`config.mk`:
```
export PLATFORM = sky130hd
export DESIGN_NAME = instr_sequencer
export DESIGN_NICKNAME = d
export VERILOG_FILES = /design/src/rtl/instr_sequencer.sv
export SDC_FILE = /design/constraint.sdc
export NUM_CORES = 1
export LEC_CHECK = 0
export CORE_MARGIN = 1.5
export CORE_UTILIZATION = 45
export DETAILED_ROUTE_END_ITERATION = 10
export GPL_TIMING_DRIVEN = 0
export PLACE_DENSITY = 0.86
export SETUP_SLACK_MARGIN = 0.4
export SLEW_MARGIN = 20
export SYNTH_ARGS = -nofsm -noshare
export SYNTH_HDL_FRONTEND = slang
export SYNTH_SLANG_ARGS = --single-unit
```
`constraint.sdc`:
```
create_clock -name clk -period 2.34 [get_ports clk]
set_input_delay 0.351 -clock clk [delete_from_list [all_inputs] [get_ports clk]]
set_output_delay 0.351 -clock clk [all_outputs]
set_load 0.01 [all_outputs]
```
`src/rtl/instr_sequencer.sv`:
```
// Fetch/decode/execute control FSM for the 8-bit CPU model: owns the pc, fetches
// opcodes over req/ack, holds the IR for the Decoder and releases its control word for one cycle.
module instr_sequencer #(
  parameter int         PC_W    = 8,
  parameter int         CTRL_W  = 28,
  parameter logic [7:0] HALT_OP = 8'hFF
) (
  input  logic              clk,
  input  logic              rst_n,
  input  logic              run,
  output logic              mem_req,
  output logic [PC_W-1:0]   mem_addr,
  input  logic              mem_ack,
  input  logic [7:0]        mem_rdata,
  output logic [7:0]        ir,
  input  logic [CTRL_W-1:0] dec_ctrl,
  output logic [CTRL_W-1:0] ctrl_out,
  output logic              exec_en,
  input  logic              jump_en,
  input  logic [PC_W-1:0]   jump_addr,
  output logic [PC_W-1:0]   pc,
  output logic              halted,
  output logic [2:0]        state
);

  typedef enum logic [2:0] {
    IDLE   = 3'd0,
    FETCH  = 3'd1,
    DECODE = 3'd2,
    EXEC   = 3'd3,
    WB     = 3'd4,
    HALT   = 3'd5
  } state_t;

  state_t            cur_state;
  state_t            nxt_state;
  logic [PC_W-1:0]   pc_q;
  logic [7:0]        ir_q;
  logic [CTRL_W-1:0] ctrl_q;
  logic              fetch_done;

  // An ack only counts while a fetch is outstanding.
  assign fetch_done = (cur_state == FETCH) && mem_ack;

  always_ff @(posedge clk) begin
    if (!rst_n) begin
      cur_state <= IDLE;
    end else begin
      cur_state <= nxt_state;
    end
  end

  always_comb begin
    nxt_state = cur_state;
    case (cur_state)
      IDLE:    if (run) nxt_state = FETCH;
      FETCH:   if (mem_ack) nxt_state = DECODE;
      DECODE:  nxt_state = (ir_q == HALT_OP) ? HALT : EXEC;
      EXEC:    nxt_state = WB;
      WB:      nxt_state = run ? FETCH : IDLE;
      HALT:    nxt_state = HALT;
      default: nxt_state = IDLE;
    endcase
  end

  // A jump taken in EXEC overrides the increment made when that instruction was fetched.
  always_ff @(posedge clk) begin
    if (!rst_n) begin
      pc_q   <= '0;
      ir_q   <= '0;
      ctrl_q <= '0;
    end else begin
      if (fetch_done) begin
        ir_q <= mem_rdata;
        pc_q <= pc_q + PC_W'(1);
      end else if ((cur_state == EXEC) && jump_en) begin
        pc_q <= jump_addr;
      end
      if ((cur_state == DECODE) && (ir_q != HALT_OP)) begin
        ctrl_q <= dec_ctrl;
      end else if (cur_state == EXEC) begin
        ctrl_q <= '0;
      end
    end
  end

  always_comb begin
    mem_req  = (cur_state == FETCH);
    exec_en  = (cur_state == EXEC);
    halted   = (cur_state == HALT);
    ctrl_out = (cur_state == EXEC) ? ctrl_q : '0;
    mem_addr = pc_q;
    pc       = pc_q;
    ir       = ir_q;
    state    = cur_state;
  end

endmodule

```
* Word level (Yosys, flattened, before mapping)
Cells that the tools add are included. W data, S select, Z words.
Operators by class: add/subtract/negate cells 1, equality and inequality tests 9, mux-type cells 10, reductions and logical operators 7
Operators with widths (count):
- $mux W28 | 3
- $pmux W3 S6 | 1
- $mux W8 | 2
- $mux W3 | 3
- $add A8 B1 Y8 const B | 1
- $eq A8 B8 Y1 const B | 1
- $ne A8 B8 Y1 const B | 1
- $eq A3 B2 Y1 const B | 2
- $eq A3 B3 Y1 const B | 2
- $reduce_bool A2 Y1 | 2
- $eq A3 B1 Y1 const B | 1
- $logic_and A1 B1 Y1 | 3
- $logic_not A3 Y1 | 1
- $ne A2 B1 Y1 const B | 1
- $ne A2 B2 Y1 const B | 1
- $reduce_and A2 Y1 | 1
- $mux W1 | 1
Storage, ports and cells: register bits 47, word-level logic and storage cells 31

* Depth between registers and ports, before layout
depth in word-level cells 4, depth in mapped cells 6

* Worst setup path after synthesis
No wires, ideal clock.
path kind reg-to-output, start reg cur_state[1], in the netlist state[1], end out ctrl_out[10], data arrival time 1359 ps, data required time 1989 ps, path slack 630 ps, cell stages (with the launch flop) 7, cell sequence dfxtp_1 > buf_2 > nand3_1 > inv_1 > clkbuf_1 > clkbuf_1 > and2_1
On the way: longest elaborated chain between the ends 2
Ends and longest elaborated chain:
- start: declaration | line 35 | state_t cur_state;
- start signal: assignment | line 49 | cur_state <= nxt_state;
- $eq A3 B2 Y1 | line 91 | ctrl_out = (cur_state == EXEC) ? ctrl_q : '0;
- $mux W28 | line 91
- end: declaration | line 17 | output logic [CTRL_W-1:0] ctrl_out,
No other way between the ends.

* Worst setup path in the final report
start reg cur_state[1], in the netlist state[1], end out ctrl_out[0]
The elaborated chain is that of the path after synthesis.

==> impl_metrics.json <==
{
  "status": "finished, final reports clean",
  "synth_fp_nets": 329,
  "synth_cells": 279,
  "pre_cts_ws_ns": -0.202,
  "grt_max_degree": 15,
  "cp.required_ns": 1.99,
  "first_global_vias": 2554,
  "max-cap-violations": 0,
  "worstReg2RegEnd": "ctrl_q[26]$_SDFFE_PN0P_",
  "ant_nets": 0,
  "timing.final.hold_violations": 0,
  "synth_warnings": 0,
  "layout.nets": 451,
  "min_from": "ctrl_q[7]$_SDFFE_PN0P_",
  "path_max_fanout": 7,
  "die_x_um": 74.8,
  "synth_simple_gate_area_share": 0.246,
  "worstSetupEndpointType": "output port",
  "path_class": "reg -> out",
  "peakVddDrop_uv": 360,
  "ys_types": 33,
  "cts_tree": "yes",
  "synth_top_family_by_area": "simple AND/OR/NAND/NOR gates",
  "power.total_mw": 1.89,
  "placement_rows": 25,
  "wl_per_cell_um": 16.3,
  "clk_pin_slew_ns": 0.09,
  "slew_viol_final": 0,
  "skew_ns": 0.0113,
  "drt_iter0_markers": 193,
  "layout_common_cells": "clkdlybuf4s50_1, dfxtp_1, a21oi_1",
  "worst_slew_pin_slew_ns": 0.532,
  "clk_latency_ns": 0.31,
  "core-area_mm2": 0.00485,
  "synth_edf_count": 0,
  "synth-seq-cells": 47,
  "cts.sinks": 47,
  "dpl.hpwl_um": 5160,
  "synth_compound_area_frac": 0.246,
  "grt_pass1_wl_um": 11700,
  "p_leak_nw": 1.41,
  "place_congestion": 0.843,
  "grt_overflow": 0,
  "cts_hold_buffers": 0,
  "setup_ws_ns": 0.419,
  "drt_first_pass_iters": 4,
  "synth-xor-area-share": 0,
  "syn_area_mm2": 0.00232,
  "ys_seq_area_frac": 0.406,
  "holdPathStages": 2,
  "mostFrequentLayoutCell": "clkdlybuf4s50_1",
  "holdPathEnd": "ctrl_q[7]$_SDFFE_PN0P_",
  "start_util": 0.478,
  "htree_levels": 2,
  "cts_buffers": 5,
  "fp.dieH_um": 74.8,
  "async_flop_share": 0,
  "slew-limit-headroom": 0.644,
  "holdCritPathClass": "reg -> reg",
  "antenna_cells": 0,
  "port_buffers": 106,
  "antenna_found_initial": 0,
  "worstReg2RegStart": "ir[7]$_SDFFE_PN0P_",
  "cts_root_buffer": "clkbuf_8",
  "synth_flop_cell": "dfxtp_1",
  "max_freq_ghz": 0.520,
  "wl_um": 7620,
  "ff2ff_setup_slack_ns": 0.50,
  "p_per_area_mw_per_mm2": 516,
  "cts_buffer_depth": 2,
  "min_period_ns": 1.92,
  "cp-start-kind": "flip-flop",
  "fillers": 370,
  "drt-vias-per-instance": 5.61,
  "setup_viol": 0,
  "grt_use_total": 0.274,
  "num_vias": 2632,
  "ioPinCount": 107,
  "synthMuxAreaShare": 0.00972,
  "rsz0062_at_grt": "yes",
  "r2r_cells": 5,
  "timing.final.crit_share": 0.821,
  "die_area_mm2": 0.00559,
  "cp.arrival_ns": 1.57,
  "drcViolationCount": 0,
  "synth-adder-area-share": 0.00540,
  "synth.avg_cell_area_um2": 8.31,
  "drive_gt1_frac": 0.164,
  "area_delta_synth_final_pct": 57.7
}
## synthesized netlist by cell type (3+ instances only)
cell type	instances	share of area
dfxtp_1	47	0.41
a21oi_1	42	0.091
nand3_1	33	0.071
and2_1	28	0.076
o2111ai_1	28	0.11
nand2_1	22	0.036
clkbuf_1	15	0.024
buf_2	12	0.026
buf_4	9	0.029
nand4_1	5	0.013
nor2_1	5	0.0081
a31oi_1	4	0.011
a2bb2oi_1	3	0.011
inv_1	3	0.0049
## power breakdown
group / leakage (nW) / internal, mW / switching [mW]
sequential: 0.382 / 0.831 / 0.0240
combinational: 0.961 / 0.175 / 0.151
clock: 0.0654 / 0.427 / 0.278
## metal layers
metal / global-route usage / wire length [µm] / share of wire
met1: 0.328 / 3100 / 0.41
met2: 0.455 / 3780 / 0.50
met3: 0.0790 / 583 / 0.076
met4: 0.127 / 161 / 0.021
met5: 0 / 0 / 0
## flip-flops by register name, summed over array words and instances, names as in the netlist
register,count
ctrl_q,28
ir,8
mem_addr,8
state,3
## worst max-delay path, cell delays in order, from the launching register on
cell and delay (ns):
dfxtp_2 0.33, buf_6 0.12, nand3_2 0.08, inv_2 0.06
buf_8 0.13, buf_4 0.13, and2_1 0.14, dlygate4sd2_1 0.27
## how the worst max path moves through the flow
stage                           from            to  slack, ns  cells after the start
2_1_floorplan  state[1]$_SDFFE_PN0P_  ctrl_out[10]       0.63                      6
3_3_place_gp   state[1]$_SDFFE_PN0P_  ctrl_out[15]      -0.17                      7
3_5_place_dp   state[1]$_SDFFE_PN0P_  ctrl_out[14]      -0.20                      7
4_1_cts        state[0]$_SDFFE_PN0P_  ctrl_out[14]       0.33                      7
5_1_grt        state[0]$_SDFFE_PN0P_   ctrl_out[0]       0.37                      7
6_report       state[1]$_SDFFE_PN0P_   ctrl_out[0]       0.42                      7
## what timing repair did
| action | 4_1_cts | 5_1_grt |
|---|---|---|
| endpoints found under the setup margin | 31 | 19 |
| resized for setup | 77 | 10 |
| buffers inserted | 7 | 2 |
## stage by stage
stage | hold WS [ns] | setup TNS (ns) | cell area [µm²] | std cells | util
final | 0.470 | 0 | 3650 | 469 | 0.754
after global routing | 0.481 | 0 | 3650 | 469 | 0.754
after CTS | 0.467 | 0 | 3660 | 467 | 0.756
after detailed placement | 0.455 | -1.80 | 3460 | 452 | 0.714
after global placement | 0.450 | -1.58 | 3460 | 452 | 0.714
after floorplan | 0.443 | 0 | 2320 | 279 | -
## area by class of cell
class / instances / area [µm²] / area share
flip-flops and latches: 47 / 947 / 0.259
plain buffers: 37 / 231 / 0.0634
clock buffers: 6 / 72.6 / 0.0199
clock inverters: 2 / 60.1 / 0.0164
multi-input cells: 191 / 1180 / 0.324
inverters: 4 / 15.0 / 0.00411
well taps: 67 / 83.8 / 0.0229
repair buffers: 115 / 1060 / 0.290
## cell families after synthesis
logic type,after synthesis
AND/OR/NAND/NOR,103
adder cells (fa/ha/maj),1
buffers and inverters,41
AO/OA/AOI/OAI,85
multiplexers,2
flip-flops,47
Note: power is estimated with default switching activity, not from simulation.
